===== src/rtl/neuron_config_loader.sv =====
// Streams per-neuron configuration records (header, weights, bias) into
// registered weight/bias strobes with target layer/neuron, flagging illegal headers.
module neuron_config_loader #(
    parameter int maxWeights = 784,
    parameter int numLayers  = 4
) (
    input  logic        clk,
    input  logic        rst,
    input  logic [31:0] s_data,
    input  logic        s_valid,
    output logic        s_ready,
    output logic        weightValid,
    output logic [31:0] weightValue,
    output logic        biasValid,
    output logic [31:0] biasValue,
    output logic [31:0] config_layer_num,
    output logic [31:0] config_neuron_num,
    output logic [15:0] neurons_loaded,
    output logic        load_done,
    output logic        err
);

    typedef enum logic [2:0] {HDR, WGT, BIAS, DROP, DONE} state_t;

    state_t      state, state_nxt;
    logic [16:0] cnt;
    logic        accept;
    logic [7:0]  hdr_layer;
    logic [7:0]  hdr_neuron;
    logic [15:0] hdr_count;
    logic        hdr_empty;
    logic        hdr_bad;
    logic        cnt_last;

    assign hdr_layer  = s_data[31:24];
    assign hdr_neuron = s_data[23:16];
    assign hdr_count  = s_data[15:0];
    assign hdr_empty  = (hdr_count == 16'd0);
    assign hdr_bad    = ({16'd0, hdr_count} > 32'(maxWeights)) ||
                        ({24'd0, hdr_layer} >= 32'(numLayers));
    assign accept     = s_valid && s_ready;
    assign cnt_last   = (cnt == 17'd1);

    always_ff @(posedge clk) begin
        if (rst) state <= HDR;
        else     state <= state_nxt;
    end

    always_comb begin
        state_nxt = state;
        s_ready   = (state != DONE);
        load_done = (state == DONE);
        case (state)
            HDR: begin
                if (accept) begin
                    if (hdr_empty)    state_nxt = DONE;
                    else if (hdr_bad) state_nxt = DROP;
                    else              state_nxt = WGT;
                end
            end
            WGT:     if (accept && cnt_last) state_nxt = BIAS;
            BIAS:    if (accept)             state_nxt = HDR;
            DROP:    if (accept && cnt_last) state_nxt = HDR;
            DONE:    state_nxt = HDR;
            default: state_nxt = HDR;
        endcase
    end

    // Strobes are registered, so a word accepted on one edge appears on the next cycle.
    always_ff @(posedge clk) begin
        if (rst) begin
            weightValid       <= 1'b0;
            weightValue       <= '0;
            biasValid         <= 1'b0;
            biasValue         <= '0;
            config_layer_num  <= '0;
            config_neuron_num <= '0;
            neurons_loaded    <= '0;
            err               <= 1'b0;
            cnt               <= '0;
        end else begin
            weightValid <= 1'b0;
            biasValid   <= 1'b0;
            if (accept) begin
                case (state)
                    HDR: begin
                        if (!hdr_empty) begin
                            if (hdr_bad) begin
                                err <= 1'b1;
                                cnt <= {1'b0, hdr_count} + 17'd1;
                            end else begin
                                config_layer_num  <= {24'd0, hdr_layer};
                                config_neuron_num <= {24'd0, hdr_neuron};
                                cnt               <= {1'b0, hdr_count};
                            end
                        end
                    end
                    WGT: begin
                        weightValid <= 1'b1;
                        weightValue <= s_data;
                        cnt         <= cnt - 17'd1;
                    end
                    BIAS: begin
                        biasValid      <= 1'b1;
                        biasValue      <= s_data;
                        neurons_loaded <= neurons_loaded + 16'd1;
                    end
                    DROP: cnt <= cnt - 17'd1;
                    default: ;
                endcase
            end
        end
    end

endmodule

===== config.mk =====
export PLATFORM = sky130hd
export DESIGN_NAME = neuron_config_loader
export DESIGN_NICKNAME = d
export VERILOG_FILES = /design/src/rtl/neuron_config_loader.sv
export SDC_FILE = /design/constraint.sdc
export NUM_CORES = 1
export LEC_CHECK = 0
export ABC_AREA = 0
export BUFFER_PORTS_ARGS = -buffer_cell sky130_fd_sc_hd__buf_4
export CAP_MARGIN = 20
export CORE_ASPECT_RATIO = 0.9
export CORE_MARGIN = 1.5
export CORE_UTILIZATION = 55
export CTS_CLUSTER_SIZE = 12
export DETAILED_ROUTE_END_ITERATION = 10
export GPL_TIMING_DRIVEN = 0
export PLACE_DENSITY_LB_ADDON = 0.25
export SYNTH_ARGS = -nofsm -noshare
export SYNTH_HDL_FRONTEND = slang
export SYNTH_SLANG_ARGS = --single-unit

===== constraint.sdc =====
create_clock -name clk -period 3.1 [get_ports clk]
set_clock_uncertainty 0.1 [all_clocks]
set_input_delay 0.31 -clock clk [delete_from_list [all_inputs] [get_ports clk]]
set_output_delay 0.31 -clock clk [all_outputs]
set_load 0.05 [all_outputs]

* After elaboration in Yosys (flattened, before gate mapping)
Index checks and enable logic that the tools add are counted.
** Cells by class
- $add $sub $neg :: 3
- Multiply operators :: 0
- Div/mod/pow operators :: 0
- $lt $le $gt $ge :: 2
- Eq/ne operators :: 11
- Shift operators :: 0
- Mux-type cells :: 12
- Bitwise logic cells :: 3
- Reduce and logical (&&, ||, !) cells :: 14
** Operators by type and width (number)
- $mux W17 :: 2
- $pmux W17 S2 :: 1
- $add A16 B1 Y17 const B :: 1
- $eq A17 B1 Y1 const B :: 1
- $sub A17 B1 Y17 const B :: 1
- $add A16 B1 Y16 const B :: 1
- $gt A16 B10 Y1 const B :: 1
- $logic_not A16 Y1 :: 1
- $mux W3 :: 5
- $pmux W3 S4 :: 1
- $reduce_and A4 Y1 :: 3
- $ne A2 B2 Y1 const B :: 5
- $ge A8 B3 Y1 const B :: 1
- $eq A3 B2 Y1 const B :: 2
- $reduce_and A2 Y1 :: 2
- $reduce_or A2 Y1 :: 2
- $eq A3 B1 Y1 const B :: 1
- $eq A3 B3 Y1 const B :: 1
- $logic_not A3 Y1 :: 1
- $ne A3 B3 Y1 const B :: 1
- $not A1 Y1 :: 3
- $reduce_and A3 Y1 :: 1
- $logic_and A1 B1 Y1 :: 2
- $mux W1 :: 2
- 3 further kinds :: 3
** Word-level totals
- Register bits after elaboration :: 119
- Latch bits :: 0
- Bits in writable memories :: 0
- ROM bits :: 0
- Input port bits :: 35
- Output and inout port bits :: 149
- Logic and storage cells :: 55
- Memories kept :: 0

* Depth between registers and ports, before layout
- Depth after elaboration :: 6
- Gate-level depth with buffers :: 9
- Depth with buffers taken out :: 8

* Worst setup path after synthesis
OpenSTA, ideal clock, no wires.
- Path type :: reg2reg
- Start :: reg state[0]
- End :: reg state[1]
- Library setup time :: 0.070 ns
- Arrival :: 2.046 ns
- Required time :: 2.930 ns
- Slack :: 0.884 ns
- Stages on the path, launching flop included :: 9
- Clock period less this slack :: 2.216 ns
- Path through :: dfxtp_1 -> inv_1 -> nand3_1 -> inv_1 -> and4b_1 -> nand3b_1 -> o21ai_0 -> and2_1 -> a21oi_1
** Between the ends
- Longest elaborated chain between the ends :: 5
** Ends and longest elaborated chain
- start, declared :: RTL line 25 : state_t state, state_nxt;
- start signal, assigned :: RTL line 46 : else state <= state_nxt;
- $ne A3 B3 Y1 (*) :: RTL line 51 : s_ready = (state != DONE);
- via s_ready :: RTL line 11 : output logic s_ready,
- $logic_and A1 B1 Y1 (*) :: RTL line 41 : assign accept = s_valid && s_ready;
- $logic_and A1 B1 Y1 :: RTL line 61, 63
- $ne A2 B2 Y1 (no source line)
- $reduce_and A4 Y1 (no source line) (*)
Mark *: on every way through the listed nets, which the timed path passes. The rest lies on a longest branch.
A chain may end at the register's enable or synchronous reset.

* Final worst setup path
- Start :: in s_data[1]
- End :: reg config_neuron_num[3]
** Between the ends
- Longest elaborated chain between the ends :: 4
** Ends and longest elaborated chain
- start, declared :: RTL line 9 : input logic [31:0] s_data,
- $gt A16 B10 Y1 :: RTL line 39 : assign hdr_bad = ({16'd0, hdr_count} > 32'(maxWeights)) ||
- $logic_or A1 B1 Y1 :: RTL line 39
- $not A1 Y1 (no source line)
- $reduce_and A4 Y1 (no source line) (*)
- end signal, assigned :: RTL line 93 : config_neuron_num <= {24'd0, hdr_neuron};
- end, declared :: RTL line 17 : output logic [31:0] config_neuron_num,
Mark *: on every way between the ends. The rest lies on a longest branch, timed or not.

==> impl_metrics.csv <==
group,metric,value,unit
power_and_ir_drop,combPwrFrac,0.203,
power_and_ir_drop,swShare,0.315,
setup_path,path_buf_inv,3,
synthesis,yosysMostFrequentCell,"nand2_1",
power_and_ir_drop,clockPowerShare,0.435,
final_layout,nets,968,
worst_hold_path,hp-class,"in2reg",
setup_path,critPathMaxFanout,10,
sta,slew_viol_final,0,
floorplanning,start_util,0.570,
route,drt_pass1_iterations,5,
placement,io_buffers,127,
final_layout,multi_input_area,0.00275,mm2
setup_path,cp.arrival,3.23,ns
sta,setup_viol,0,
route,via_per_inst,5.58,
setup_path,cpMaxStageDelayCell,"nor3b_1",
setup_path,cp-end-kind,"register",
power_and_ir_drop,vdd_drop_max,0.435,mV
global_route,antenna_found_initial,0,
route,drt_iter0_drc,594,
sta,rsz0062_at_grt,"false",
synthesis,syn_avg_cell_area,7.79,um2
setup_path,crit_type,"in2reg",
cts,root_buffer,"clkbuf_8",
power_and_ir_drop,p_leak,3.27,nW
synthesis,yosysTopAreaCell,"dfxtp_1",
floorplanning,row_count,34,
sta,timing.final.crit_share,0.948,
setup_path,cp-start-kind,"primary input",
floorplanning,dieArea,0.0107,mm2
final_layout,design_area,0.00768,mm2
synthesis,seq_area_frac_synth,0.431,
synthesis,synth-seq-cells,119,
power_and_ir_drop,powerDensity,598,mW/mm2
global_route,grt_max_degree,17,
route,drt-total-wl,18300,um
final_layout,area_growth,38.9,%
synthesis,yosysUniqueCellTypes,53,
synthesis,synthFlopType,"dfxtp_1",
setup_path,path_cells,"dlygate4sd3_1 -> buf_4 -> inv_1 -> ha_1 -> nor3b_1 -> o211ai_1 -> nor2_2 -> nand3_2 -> nand2_1 -> a21oi_1",
floorplanning,pin_count,184,
sta,setup_tns,0,ns
global_route,groute.usage.overall,0.344,
sta,tightest_slew,0.874,ns
route,vias,5955,
route,avgRoutedWirePerCell,17.1,um
synthesis,syn_area,0.00553,mm2
synthesis,yosys-top-cells-area,"dfxtp_1 43%, nand2_1 11%, a21oi_1 8.4%, buf_4 6.5%, nand3_1 2.6%",
run_status,status,"completed",
cts,clk_pin_slew,0.06,ns
cts,clock_sinks,119,
synthesis,synth_top_cells_by_count,"163 x nand2_1, 119 x dfxtp_1, 93 x a21oi_1",
global_route,gr-total-overflow,0,
synthesis,async_flop_share,0,
floorplanning,die_h,98.1,um
floorplanning,core_area,0.00970,mm2
flow_run,cap_viol_max_count,0,
placement,dpl_cell_area,0.00681,mm2
setup_path,cp_data_required_time,3.39,ns
final_layout,diodes,0,
sta,final_hold_viol_count,0,
synthesis,synth-edff-count,0,
synthesis,syn_inst,709,
cts,clock_latency,0.53,ns
sta,slew-limit-headroom,0.417,
setup_path,crit_start,"s_data[1]",
final_layout,fillCellCount,644,
power_and_ir_drop,p_sw,1.45,mW
global_route,grt_pass1_vias,5733,
sta,fin_crit,2.94,ns
synthesis,yosys_warnings,0,
worst_hold_path,worstHoldStart,"s_data[6]",
cts,cts_buffer_depth,2,
cts,numCtsBuffers,17,
cts,cts_setup_buffers,0,
sta,fmax,340,MHz
placement,dpl.hpwl,12100,um
cts,cts_tree,"done",
synthesis,yosysTopAreaCellShare,0.431,
final_layout,layout-drive-gt1-share,0.237,
route,antenna_left,0,
power_and_ir_drop,intPower,3.14,mW
setup_path,max_stage_delay,0.55,ns
final_layout,layout.area.seq,0.00238,mm2
placement,gp_congestion,0.951,
power_and_ir_drop,p_seq_frac,0.362,
cts,htreeDepth,4,
route,remaining_drc_errors,0,
floorplanning,die_w,109,um
setup_path,critical-path-top-delay-family,"simple AND/OR/NAND/NOR gates",
setup_path,timing.rr.start,"cnt[1]",
global_route,grt_pass1_wl,28200,um
-- registers in the layout, summed over array words and instances, names as in the netlist, 3 cells and up --
register,cells
biasValue,32
state,3
neurons_loaded,16
weightValue,32
cnt,17
config_layer_num,8
config_neuron_num,8
-- path summary, 6_finish.rpt --
path	slack, ns	endpoint	cells past startpoint
max	0.16	config_neuron_num[3]	10
min	0.02	weightValue[6]	3
max reg2reg	0.60	cnt[16]	8
min reg2reg	0.35	weightValue[23]	2
-- cell type report --
| type | count | area share |
|---|---|---|
| buffer | 93 | 0.0710 |
| sequential | 119 | 0.310 |
| clock inverter | 10 | 0.0152 |
| clock buffer | 22 | 0.0629 |
| inverter | 8 | 0.00391 |
| multi-input combinational | 536 | 0.358 |
| timing repair buffer | 153 | 0.158 |
| tap | 126 | 0.0205 |
-- power groups by stage --
stage          clock network, mW  logic (mW)  registers, mW
2_1_floorplan                  0       0.512           1.82
3_3_place_gp                   0       0.865           1.68
3_5_place_dp                   0       0.876           1.69
4_1_cts                     1.98       0.913           1.66
5_1_grt                     2.07       0.991           1.67
6_report                    2.00       0.934           1.66
-- kinds of logic (layout without fill, tap and decap cells) --
kind of cell,Yosys count,count (layout),share of synthesized area
adder cells (fa/ha/maj),5,5,0.0113
buffers and inverters,101,286,0.104
other,1,48,0.000679
multiplexers,1,1,0.00181
flip-flops,119,119,0.431
AND/OR/NAND/NOR,307,307,0.257
AO/OA/AOI/OAI,149,149,0.153
XOR/XNOR,26,26,0.0412
-- through the flow --
step	power [mW]	cells	utilization	worst slack, ns	hold WS (ns)
final	4.59	1067	0.792	0.161	0.0217
after global routing	4.73	1067	0.792	0.111	0.00818
after CTS	4.55	1067	0.791	0.233	0.0133
after detailed placement	2.56	1009	0.703	0.304	0.347
after global placement	2.55	1009	0.703	0.338	0.342
after floorplan	2.33	756	-	0.884	0.341
-- tightest hold or removal path, delay by kind of cell --
| family | cells | cell delay [ns] |
|---|---|---|
| and+or+nand+nor | 1 | 0.08 |
| AOI/OAI and AO/OA | 1 | 0.05 |
| buffers and inverters | 1 | 0.17 |
-- timing repair --
item,CTS,global route
gates resized for setup,0,1
hold buffers,26,0
setup endpoints to repair,0,10
hold endpoints to repair,58,0
-- cells in the final DEF, fill, tap and decap left out, types with 3 or more instances in the layout --
| cell type | netlist | routed |
|---|---|---|
| nand2b_1 | 3 | 3 |
| nand3b_1 | 5 | 5 |
| and2_1 | 10 | 10 |
| inv_1 | 8 | 8 |
| nand4_1 | 8 | 8 |
| buf_4 | 48 | 175 |
| buf_1 | 4 | 4 |
| nor3b_1 | 3 | 3 |
| nand2_1 | 163 | 163 |
| a22oi_1 | 4 | 4 |
| clkinv_2 | 0 | 3 |
| clkbuf_1 | 33 | 33 |
| nand3_1 | 29 | 28 |
| o21ai_0 | 18 | 18 |
| nor3_1 | 16 | 16 |
| o21ai_1 | 9 | 9 |
| or3_1 | 7 | 7 |
| and4_1 | 4 | 4 |
| dlygate4sd3_1 | 0 | 26 |
| conb_1 | 1 | 48 |
| dfxtp_1 | 119 | 119 |
| o211ai_1 | 4 | 4 |
| xor2_1 | 16 | 16 |
| clkbuf_16 | 0 | 16 |
| nor4_1 | 7 | 7 |
| xnor2_1 | 10 | 10 |
| clkbuf_8 | 0 | 6 |
| and3_1 | 5 | 5 |
| buf_2 | 7 | 7 |
| a21oi_1 | 93 | 93 |
| nor2_1 | 35 | 35 |
| ha_1 | 5 | 5 |
| o31ai_1 | 5 | 5 |
-- per-layer routing --
metal | global-route usage | vias to the layer above | wire (um)
li1 | - | 2760 | -
met4 | 0.150 | 0 | 459
met3 | 0.115 | 59 | 1900
met1 | 0.402 | 2775 | 6900
met5 | 0 | - | 0
met2 | 0.570 | 361 | 9030
No activity file was read; power rests on OpenSTA's default activity.
